`config.mk`:
```
export PLATFORM = sky130hd
export DESIGN_NAME = sam_arith_sequencer_flat
export DESIGN_NICKNAME = d
export VERILOG_FILES = /design/src/rtl/sam_arith_sequencer_if.sv /design/src/rtl/sam_arith_sequencer.sv /design/src/flat_wrapper.sv
export SDC_FILE = /design/constraint.sdc
export NUM_CORES = 1
export LEC_CHECK = 0
export BUFFER_PORTS_ARGS = -buffer_cell sky130_fd_sc_hd__buf_4
export CORE_MARGIN = 2
export CORE_UTILIZATION = 40
export DETAILED_ROUTE_END_ITERATION = 8
export PLACE_DENSITY_LB_ADDON = 0.1
export SYNTH_ARGS = -nofsm -noshare
export SYNTH_HDL_FRONTEND = slang
export SYNTH_SLANG_ARGS = --single-unit
```
`constraint.sdc`:
```
create_clock -name clk -period 7.5 [get_ports clk]
set_clock_uncertainty 0.15 [all_clocks]
set_input_delay 0.75 -clock clk [delete_from_list [all_inputs] [get_ports clk]]
set_output_delay 0.75 -clock clk [all_outputs]
set_load 0.05 [all_outputs]
```
`src/rtl/sam_arith_sequencer_if.sv`:
```
// Bundle between the SAM arithmetic sequencer and its surroundings: opcode handshake,
// register-file read/write ports, arithmetic-unit drive/result and status outputs.
interface sam_arith_sequencer_if #(
  parameter int unsigned TGT_BITS = 32,
  parameter int unsigned REG_BITS = 3
);
  logic                opValid;
  logic [15:0]         opcode;
  logic                opReady;
  logic [REG_BITS-1:0] rdAddrL;
  logic [REG_BITS-1:0] rdAddrR;
  logic [TGT_BITS-1:0] rdDataL;
  logic [TGT_BITS-1:0] rdDataR;
  logic                aluGo;
  logic [4:0]          aluSubOp;
  logic [TGT_BITS-1:0] aluLeft;
  logic [TGT_BITS-1:0] aluRite;
  logic [TGT_BITS:0]   aluWord;
  logic                aluCarry;
  logic                wrEn;
  logic [REG_BITS-1:0] wrAddr;
  logic [TGT_BITS-1:0] wrData;
  logic                carryF;
  logic                zeroF;
  logic                done;
  logic                errPulse;

  modport master (
    input  opValid, opcode, rdDataL, rdDataR, aluWord, aluCarry,
    output opReady, rdAddrL, rdAddrR, aluGo, aluSubOp, aluLeft, aluRite,
           wrEn, wrAddr, wrData, carryF, zeroF, done, errPulse
  );

  modport slave (
    output opValid, opcode, rdDataL, rdDataR, aluWord, aluCarry,
    input  opReady, rdAddrL, rdAddrR, aluGo, aluSubOp, aluLeft, aluRite,
           wrEn, wrAddr, wrData, carryF, zeroF, done, errPulse
  );
endinterface

```
`src/rtl/sam_arith_sequencer.sv`:
```
// Initiator side of the SAM arithmetic unit: accepts one opcode, issues it to the unit,
// captures the one-cycle-late result, writes it back and updates carry/zero flags.
module sam_arith_sequencer #(
  parameter int unsigned TGT_BITS = 32,
  parameter int unsigned REG_BITS = 3,
  parameter logic [4:0]  OPS_CMP  = 5'd4
) (
  input logic                   clk,
  input logic                   rsta,
  sam_arith_sequencer_if.master bus
);

  typedef enum logic [1:0] {StIdle, StIssue, StCapture, StWrite} state_e;

  state_e              state_q, state_d;
  logic [REG_BITS-1:0] dreg_q, dreg_d;
  logic [4:0]          sub_op_q, sub_op_d;
  logic [TGT_BITS-1:0] left_q, left_d;
  logic [TGT_BITS-1:0] rite_q, rite_d;
  logic [TGT_BITS-1:0] wr_data_q, wr_data_d;
  logic                carry_q, carry_d;
  logic                zero_q, zero_d;
  logic                err_q, err_d;
  logic                op_legal;
  logic                unused_word_msb;

  // Bit TGT_BITS of the unit result only reaches the flags through aluCarry.
  assign unused_word_msb = bus.aluWord[TGT_BITS];

  assign op_legal    = (bus.opcode[4:0] == 5'b11000) && !bus.opcode[12];
  assign bus.rdAddrL = REG_BITS'(bus.opcode[15:13]);
  assign bus.rdAddrR = REG_BITS'(bus.opcode[7:5]);

  always_comb begin
    state_d   = state_q;
    dreg_d    = dreg_q;
    sub_op_d  = sub_op_q;
    left_d    = left_q;
    rite_d    = rite_q;
    wr_data_d = wr_data_q;
    carry_d   = carry_q;
    zero_d    = zero_q;
    err_d     = 1'b0;
    unique case (state_q)
      StIdle: begin
        if (bus.opValid) begin
          if (op_legal) begin
            state_d  = StIssue;
            dreg_d   = REG_BITS'(bus.opcode[15:13]);
            sub_op_d = bus.opcode[12:8];
            left_d   = bus.rdDataL;
            rite_d   = bus.rdDataR;
          end else begin
            err_d = 1'b1;
          end
        end
      end
      StIssue: state_d = StCapture;
      // Operands stay put here: aluCarry is combinational on subOp and rite.
      StCapture: begin
        wr_data_d = bus.aluWord[TGT_BITS-1:0];
        carry_d   = bus.aluCarry;
        zero_d    = (bus.aluWord[TGT_BITS-1:0] == '0);
        state_d   = StWrite;
      end
      StWrite: state_d = StIdle;
      default: state_d = StIdle;
    endcase
  end

  always_ff @(posedge clk or posedge rsta) begin
    if (rsta) begin
      state_q   <= StIdle;
      dreg_q    <= '0;
      sub_op_q  <= '0;
      left_q    <= '0;
      rite_q    <= '0;
      wr_data_q <= '0;
      carry_q   <= 1'b0;
      zero_q    <= 1'b0;
      err_q     <= 1'b0;
    end else begin
      state_q   <= state_d;
      dreg_q    <= dreg_d;
      sub_op_q  <= sub_op_d;
      left_q    <= left_d;
      rite_q    <= rite_d;
      wr_data_q <= wr_data_d;
      carry_q   <= carry_d;
      zero_q    <= zero_d;
      err_q     <= err_d;
    end
  end

  assign bus.opReady  = (state_q == StIdle);
  assign bus.aluGo    = (state_q == StIssue);
  assign bus.aluSubOp = sub_op_q;
  assign bus.aluLeft  = left_q;
  assign bus.aluRite  = rite_q;
  assign bus.wrEn     = (state_q == StWrite) && (sub_op_q != OPS_CMP);
  assign bus.wrAddr   = dreg_q;
  assign bus.wrData   = wr_data_q;
  assign bus.carryF   = carry_q;
  assign bus.zeroF    = zero_q;
  assign bus.done     = (state_q == StWrite) || err_q;
  assign bus.errPulse = err_q;

endmodule

```
`src/flat_wrapper.sv`:
```
// flat-port wrapper written by rule: the top's interface ports become plain ports
module sam_arith_sequencer_flat 
#(
  parameter int unsigned TGT_BITS = 32,
  parameter int unsigned REG_BITS = 3,
  parameter logic [4:0]  OPS_CMP  = 5'd4
)
  (clk, rsta, bus_opValid, bus_opcode, bus_rdDataL, bus_rdDataR, bus_aluWord, bus_aluCarry, bus_opReady, bus_rdAddrL, bus_rdAddrR, bus_aluGo, bus_aluSubOp, bus_aluLeft, bus_aluRite, bus_wrEn, bus_wrAddr, bus_wrData, bus_carryF, bus_zeroF, bus_done, bus_errPulse);
  sam_arith_sequencer_if #(.TGT_BITS(TGT_BITS), .REG_BITS(REG_BITS)) bus_i ();
  input logic clk;
  input logic rsta;
  input wire logic [$bits(bus_i.opValid)-1:0] bus_opValid;
  input wire logic [$bits(bus_i.opcode)-1:0] bus_opcode;
  input wire logic [$bits(bus_i.rdDataL)-1:0] bus_rdDataL;
  input wire logic [$bits(bus_i.rdDataR)-1:0] bus_rdDataR;
  input wire logic [$bits(bus_i.aluWord)-1:0] bus_aluWord;
  input wire logic [$bits(bus_i.aluCarry)-1:0] bus_aluCarry;
  output wire logic [$bits(bus_i.opReady)-1:0] bus_opReady;
  output wire logic [$bits(bus_i.rdAddrL)-1:0] bus_rdAddrL;
  output wire logic [$bits(bus_i.rdAddrR)-1:0] bus_rdAddrR;
  output wire logic [$bits(bus_i.aluGo)-1:0] bus_aluGo;
  output wire logic [$bits(bus_i.aluSubOp)-1:0] bus_aluSubOp;
  output wire logic [$bits(bus_i.aluLeft)-1:0] bus_aluLeft;
  output wire logic [$bits(bus_i.aluRite)-1:0] bus_aluRite;
  output wire logic [$bits(bus_i.wrEn)-1:0] bus_wrEn;
  output wire logic [$bits(bus_i.wrAddr)-1:0] bus_wrAddr;
  output wire logic [$bits(bus_i.wrData)-1:0] bus_wrData;
  output wire logic [$bits(bus_i.carryF)-1:0] bus_carryF;
  output wire logic [$bits(bus_i.zeroF)-1:0] bus_zeroF;
  output wire logic [$bits(bus_i.done)-1:0] bus_done;
  output wire logic [$bits(bus_i.errPulse)-1:0] bus_errPulse;
  assign bus_i.opValid = bus_opValid;
  assign bus_i.opcode = bus_opcode;
  assign bus_i.rdDataL = bus_rdDataL;
  assign bus_i.rdDataR = bus_rdDataR;
  assign bus_i.aluWord = bus_aluWord;
  assign bus_i.aluCarry = bus_aluCarry;
  assign bus_opReady = bus_i.opReady;
  assign bus_rdAddrL = bus_i.rdAddrL;
  assign bus_rdAddrR = bus_i.rdAddrR;
  assign bus_aluGo = bus_i.aluGo;
  assign bus_aluSubOp = bus_i.aluSubOp;
  assign bus_aluLeft = bus_i.aluLeft;
  assign bus_aluRite = bus_i.aluRite;
  assign bus_wrEn = bus_i.wrEn;
  assign bus_wrAddr = bus_i.wrAddr;
  assign bus_wrData = bus_i.wrData;
  assign bus_carryF = bus_i.carryF;
  assign bus_zeroF = bus_i.zeroF;
  assign bus_done = bus_i.done;
  assign bus_errPulse = bus_i.errPulse;
  sam_arith_sequencer #(.TGT_BITS(TGT_BITS), .REG_BITS(REG_BITS), .OPS_CMP(OPS_CMP)) u_core (.clk(clk), .rsta(rsta), .bus(bus_i));
endmodule
```
==> impl_metrics.yaml, run 1 <==
sta:
  period_share_pct: 36.2
  clock.fmax_ghz: 0.368
  worst_slack_ns: 4.79
  maxSlewHeadroom_pct: 37.9
  tightest_slew_ns: 0.932
  setup_tns_ns: 0
  finalSetupViolCount: 0
  hold_viol: 0
  slew_violations: 0
  min_period_ns: 2.71
  rsz0062_at_grt: "false"
cts:
  numCtsBuffers: 9
  cts_hold_buf: 0
  cts_resized: 0
  cts_tree: "built"
  clk-insertion-delay-late_ns: 0.36
  path_clk_slew_ns: 0.09
  cts_buffer_depth: 2
  clockRootBuffer: "clkbuf_8"
  post_cts_buffers: 0
  htreeDepth: 3
  clock-sinks: 109
drt:
  wl_met3_microns: 814
  ant_nets: 0
  first_pass_iters: 5
  drc: 0
  routed_wl_microns: 9730
  top_layer_used: "met4"
  met2WireLength_microns: 4890
  wire_per_inst_microns: 15.4
  viasPerCell: 4.70
  num_vias: 2975
  met1Wirelength_microns: 3830
  dr.first_iter.drc_count: 84
critical_path:
  r2r_start: "u_core.state_q[0]$_DFFE_PP0P_"
  arrival_ns: 1.81
  critPathRequiredTime_ns: 6.60
  cp_slowest_cell: "or4b_2"
  cp-end-kind: "output port"
  timing_worst_setup_path_type: "reg2out"
  max_stage_delay_ns: 0.68
  critPathMaxFanout: 3
  worstPathCellList: "or4b_2 > o21a_1 > buf_4"
  reg2reg_slack_ns: 4.87
  reg2reg_depth: 6
  r2r-end: "u_core.bus.aluRite[22]$_DFFE_PP0P_"
  crit_path_start_kind: "register"
floorplan:
  die_area_sq_um: 11800
  initial_utilization_pct: 40.7
  die_y_microns: 109
  rows: 38
  pin_count: 234
  core_sq_um: 10700
  floorplan.die.width_microns: 109
logic_synthesis:
  synth_common_cells: "dfrtp_1, mux2_2, buf_12"
  synthTopCellsByArea: "dfrtp_1, mux2_2, buf_12"
  yosysMostFrequentCell: "dfrtp_1"
  postSynthCellCount: 266
  netlist.area_leader.share_pct: 62.4
  synth_cell_types: 25
  avgSynthCellArea_sq_um: 16.4
  seq_area_frac_synth_pct: 62.4
  ys_seq_elements: 109
  yosys_warnings: 0
  ys_dominant_reg_cell: "dfrtp_1"
  syn-cell-area_sq_um: 4370
  synth_edf_count: 0
  yosys.area.top_type: "dfrtp_1"
  synthArstFlopShare_pct: 100
  syn-num-nets: 387
layout:
  diodes: 0
  seq_area_sq_um: 2730
  multiInputGateArea_sq_um: 1420
  postLayoutCoreUtil_pct: 58.3
  area_growth_pct: 43.3
  fillCellCount: 899
  drive_gt1_share_pct: 71.6
  final_cells: 633
  nNetsFinal: 609
global_route:
  grt_pass1_vias: 2998
  grt_use_total_pct: 16.2
  grt_overflow: 0
  antenna_found_initial: 0
  grt_max_degree: 75
  grt_first_pass_wirelength_microns: 14700
pwr:
  power_leakage_nw: 3.26
  power.internal_mw: 1.34
  netSwitchingFraction_pct: 43.6
  power.density_nw_per_um2: 380
  ir_drop_uv: 311
  power.share.sequential_pct: 34.6
  comb_power_share_pct: 49.7
  power_switching_mw: 1.04
  finalPower_mw: 2.38
  p_clk_share_pct: 15.8
run_status:
  status: "finished, final reports clean"
placement:
  dp_hpwl_microns: 7230
  numPortBuffers: 226
  place_congestion: 0.681
  dp.cells: 617
  dpl_worst_slack_ns: 4.61
min_path:
  hold_path.class: "in2async"
flow_run:
  drv_cap: 0
## sequential cells by signal, indices dropped and copies added (netlist names)
register	cells
u_core.bus.wrData	32
u_core.bus.carryF	1
u_core.bus.aluSubOp	5
u_core.bus.zeroF	1
u_core.bus.aluRite	32
u_core.state_q	2
u_core.bus.errPulse	1
u_core.bus.aluLeft	32
u_core.bus.wrAddr	3
## through the flow
step | hold WS [ns] | area (sq um)
2_1_floorplan | 0.383 | 4370
3_3_place_gp | 0.322 | 6050
3_5_place_dp | 0.326 | 6050
4_1_cts | 0.248 | 6260
5_1_grt | 0.272 | 6260
6_report | 0.251 | 6260
## cells by family after synthesis
| family | Yosys count | synth area share, % |
|---|---|---|
| mux | 105 | 27.1 |
| flops | 109 | 62.4 |
| fa+ha+maj | 4 | 1.15 |
| compound gates | 6 | 0.859 |
| buf+inv | 22 | 5.21 |
| simple gates | 20 | 3.32 |
## power by group through the flow
stage | Sequential (mW) | Combinational, mW | Clock [mW]
floorplan | 1.35 | 0.311 | 0
finish | 0.823 | 1.18 | 0.375
global placement | 0.827 | 1.18 | 0
detailed placement | 0.835 | 1.20 | 0
CTS | 0.826 | 1.20 | 0.391
global route | 0.844 | 1.24 | 0.416
## worst max-delay path by stage
stage / cells past startpoint / slack, ns / from / endpoint
6_report: 3 / 4.79 / u_core.bus.aluSubOp[0]$_DFFE_PP0P_ / bus_wrEn
5_1_grt: 6 / 4.72 / u_core.state_q[0]$_DFFE_PP0P_ / u_core.bus.aluLeft[25]$_DFFE_PP0P_
4_1_cts: 3 / 4.77 / u_core.bus.aluSubOp[0]$_DFFE_PP0P_ / bus_wrEn
3_5_place_dp: 5 / 4.61 / bus_opcode[12] / u_core.bus.aluLeft[25]$_DFFE_PP0P_
3_3_place_gp: 5 / 4.65 / bus_opcode[12] / u_core.bus.aluRite[27]$_DFFE_PP0P_
2_1_floorplan: 1 / 3.73 / rsta / u_core.bus.aluLeft[0]$_DFFE_PP0P_
## area by class of cell
class | instances | area share [%]
timing repair buffer | 229 | 27.5
sequential | 109 | 43.6
clock buffer | 11 | 2.10
tap | 140 | 2.80
multi-input combinational | 135 | 22.6
clock inverter | 5 | 1.20
inverter | 4 | 0.280
## metal layers
metal | up-vias | track usage (%)
met1 | 1446 | 19.9
met4 | 0 | 7.97
met2 | 126 | 26.7
met5 | - | 0
li1 | 1388 | -
met3 | 15 | 4.04
## layout by cell type (no fill, tap or decap), types with 2 or more instances in the layout
| cell | count |
|---|---|
| a21oi_1 | 2 |
| a31oi_1 | 2 |
| buf_4 | 229 |
| bufinv_16 | 2 |
| clkbuf_1 | 2 |
| clkbuf_8 | 9 |
| clkinv_2 | 3 |
| dfrtp_1 | 109 |
| ha_1 | 4 |
| inv_1 | 3 |
| mux2_2 | 105 |
| nand4_1 | 2 |
| nor2_1 | 3 |
| nor4_1 | 6 |
## worst max-delay path: cells and delay by family (launching register included)
kind	cells	cell delay (ns)
AND/OR/NAND/NOR	1	0.68
buffers and inverters	1	0.19
flip-flops	1	0.41
AO/OA/AOI/OAI	1	0.19
Power figures use the tool's default switching activity.
==> run 2, diff against run 1 <==
ABC_AREA = 1   (was unset)
clock period = 2.72 ns   (was 7.5 ns; I/O delays follow)
==> impl_metrics.yaml, run 2 <==
pwr:
  ir_drop_uv: 896
  power.density_nw_per_um2: 948
  power_leakage_nw: 4.10
min_path:
  hold_path_depth: 3
  min_from: "bus_aluWord[21]"
  hold_path.class: "in2reg"
floorplan:
  pin_count: 234
  rows: 38
  die_y_microns: 110
  core_sq_um: 10900
  initial_utilization_pct: 41.2
  floorplan.die.width_microns: 110
  die_area_sq_um: 12100
global_route:
  grt_first_pass_wirelength_microns: 21300
  grt_max_degree: 110
  grt_overflow: 0
  antenna_found_initial: 0
  grt_pass1_vias: 4492
  grt_use_total_pct: 22.7
layout:
  layout_commonest_cell: "buf_4"
  nNetsFinal: 932
  drive_gt1_share_pct: 31.6
  layout_common_cells: "buf_4, nand2_1, dfrtp_1"
  postLayoutCoreUtil_pct: 67.4
  final_cells: 954
  fillCellCount: 903
  diodes: 0
  area_growth_pct: 63.7
drt:
  drc: 0
  viasPerCell: 4.70
  num_vias: 4480
  first_pass_iters: 6
  routed_wl_microns: 13900
  dr.first_iter.drc_count: 276
  ant_nets: 0
  wire_per_inst_microns: 14.5
cts:
  clockRootBuffer: "clkbuf_16"
  cts_buffer_depth: 2
  cts_tree: "built"
  numCtsBuffers: 9
  htreeDepth: 3
  path_clk_slew_ns: 0.07
  clock-sinks: 109
  clk-insertion-delay-late_ns: 0.34
logic_synthesis:
  avgSynthCellArea_sq_um: 8.77
  syn-cell-area_sq_um: 4510
  netlist.area_leader.share_pct: 60.5
  seq_area_frac_synth_pct: 60.5
  synth_common_cells: "nand2_1, dfrtp_1, o21ai_0"
  synthTopCellsByArea: "dfrtp_1, nand2_1, o21ai_0"
  yosys.area.top_type: "dfrtp_1"
  synth_cell_types: 21
  yosys_warnings: 0
  synth_edf_count: 0
  ys_seq_elements: 109
  postSynthCellCount: 514
  ys_dominant_reg_cell: "dfrtp_1"
  syn-num-nets: 635
  synthArstFlopShare_pct: 100
  yosysMostFrequentCell: "nand2_1"
placement:
  place_congestion: 0.808
  dp.cells: 855
  numPortBuffers: 226
  dp_hpwl_microns: 8980
flow_run:
  drv_cap: 0
run_status:
  status: "finished, final reports clean"
critical_path:
  reg2reg_depth: 7
  r2r_start: "u_core.state_q[0]$_DFFE_PP0P_"
  crit_path_start_kind: "register"
  cp-end-kind: "register"
  crit_path_start: "u_core.state_q[0]$_DFFE_PP0P_"
  critPathMaxFanout: 46
  timing_worst_setup_path_type: "reg2reg"
  arrival_ns: 2.31
  reg2reg_slack_ns: 0.54
  critPathRequiredTime_ns: 2.84
sta:
  setup_tns_ns: 0
  min_period_ns: 2.18
  finalSetupViolCount: 0
  maxSlewHeadroom_pct: 59.7
  hold_viol: 0
  slew_violations: 0
  period_share_pct: 80.3
  rsz0062_at_grt: "false"
  tightest_slew_ns: 0.604
  clock.fmax_ghz: 0.458
## run 2: path summary, 6_finish.rpt
path | to
worst min-delay path | u_core.bus.wrData[21]$_DFFE_PP0P_
worst max register to register | u_core.bus.aluLeft[13]$_DFFE_PP0P_
worst min register to register | u_core.bus.wrData[21]$_DFFE_PP0P_
min in group asynchronous | u_core.bus.wrData[11]$_DFFE_PP0P_
max in group asynchronous | u_core.bus.aluRite[6]$_DFFE_PP0P_
worst max-delay path | u_core.bus.aluLeft[13]$_DFFE_PP0P_
## run 2: stage by stage
| step | power, mW | instance area (sq um) | hold WS (ns) | setup slack, ns |
|---|---|---|---|---|
| finish | 6.99 | 7370 | 0.00478 | 0.536 |
| global route | 7.37 | 7370 | 0.00951 | 0.355 |
| CTS | 7.04 | 7370 | 0.000667 | 0.555 |
| detailed placement | 5.73 | 6260 | 0.311 | 0.588 |
| global placement | 5.66 | 6260 | 0.305 | 0.666 |
| floorplan | 4.58 | 4510 | 0.239 | 0.673 |
## run 2: routing by layer
layer	share of wire, %	up-vias	global-route usage [%]
met5	0	-	0
met3	7.6	30	5.70
met4	2.9	0	10.3
met1	39	2084	26.3
met2	50	171	39.7
li1	-	2195	-
## run 2: repair_timing
item                                   in CTS  in global routing
buffers inserted                            0                  0
hold buffers                               85                  0
endpoints found under the hold margin     174                  0
resized for setup                           0                  0
## run 2: area by class of cell
type	count	area [sq um]	share of cell area, %
Clock buffer	12	256	3.48
Clock inverter	2	10.0	0.136
Inverter	20	78.8	1.07
Multi-Input combinational cell	350	1490	20.2
Sequential cell	109	2730	37.0
Tap cell	140	175	2.38
Timing Repair Buffer	321	2640	35.7
## run 2: kinds of logic after synthesis
family / after synthesis / share of synthesized area, %
AOI/OAI and AO/OA: 81 / 9.03
adders and majority gates: 4 / 1.11
buffers and inverters: 55 / 6.36
DFF: 109 / 60.5
and+or+nand+nor: 265 / 23.0
## run 2: power by group
part           total [mW]  switching, mW  internal (mW)
clock network        1.21          0.548          0.659
registers            2.30          0.239           2.06
logic                3.49           2.46           1.03
## run 2: critical path, stage by stage (launching register included)
cell	delay, ns
dfrtp_1	0.42
inv_1	0.10
ha_1	0.28
nand2_2	0.28
nor2_4	0.18
buf_4	0.40
nand2_1	0.16
nand2_1	0.12
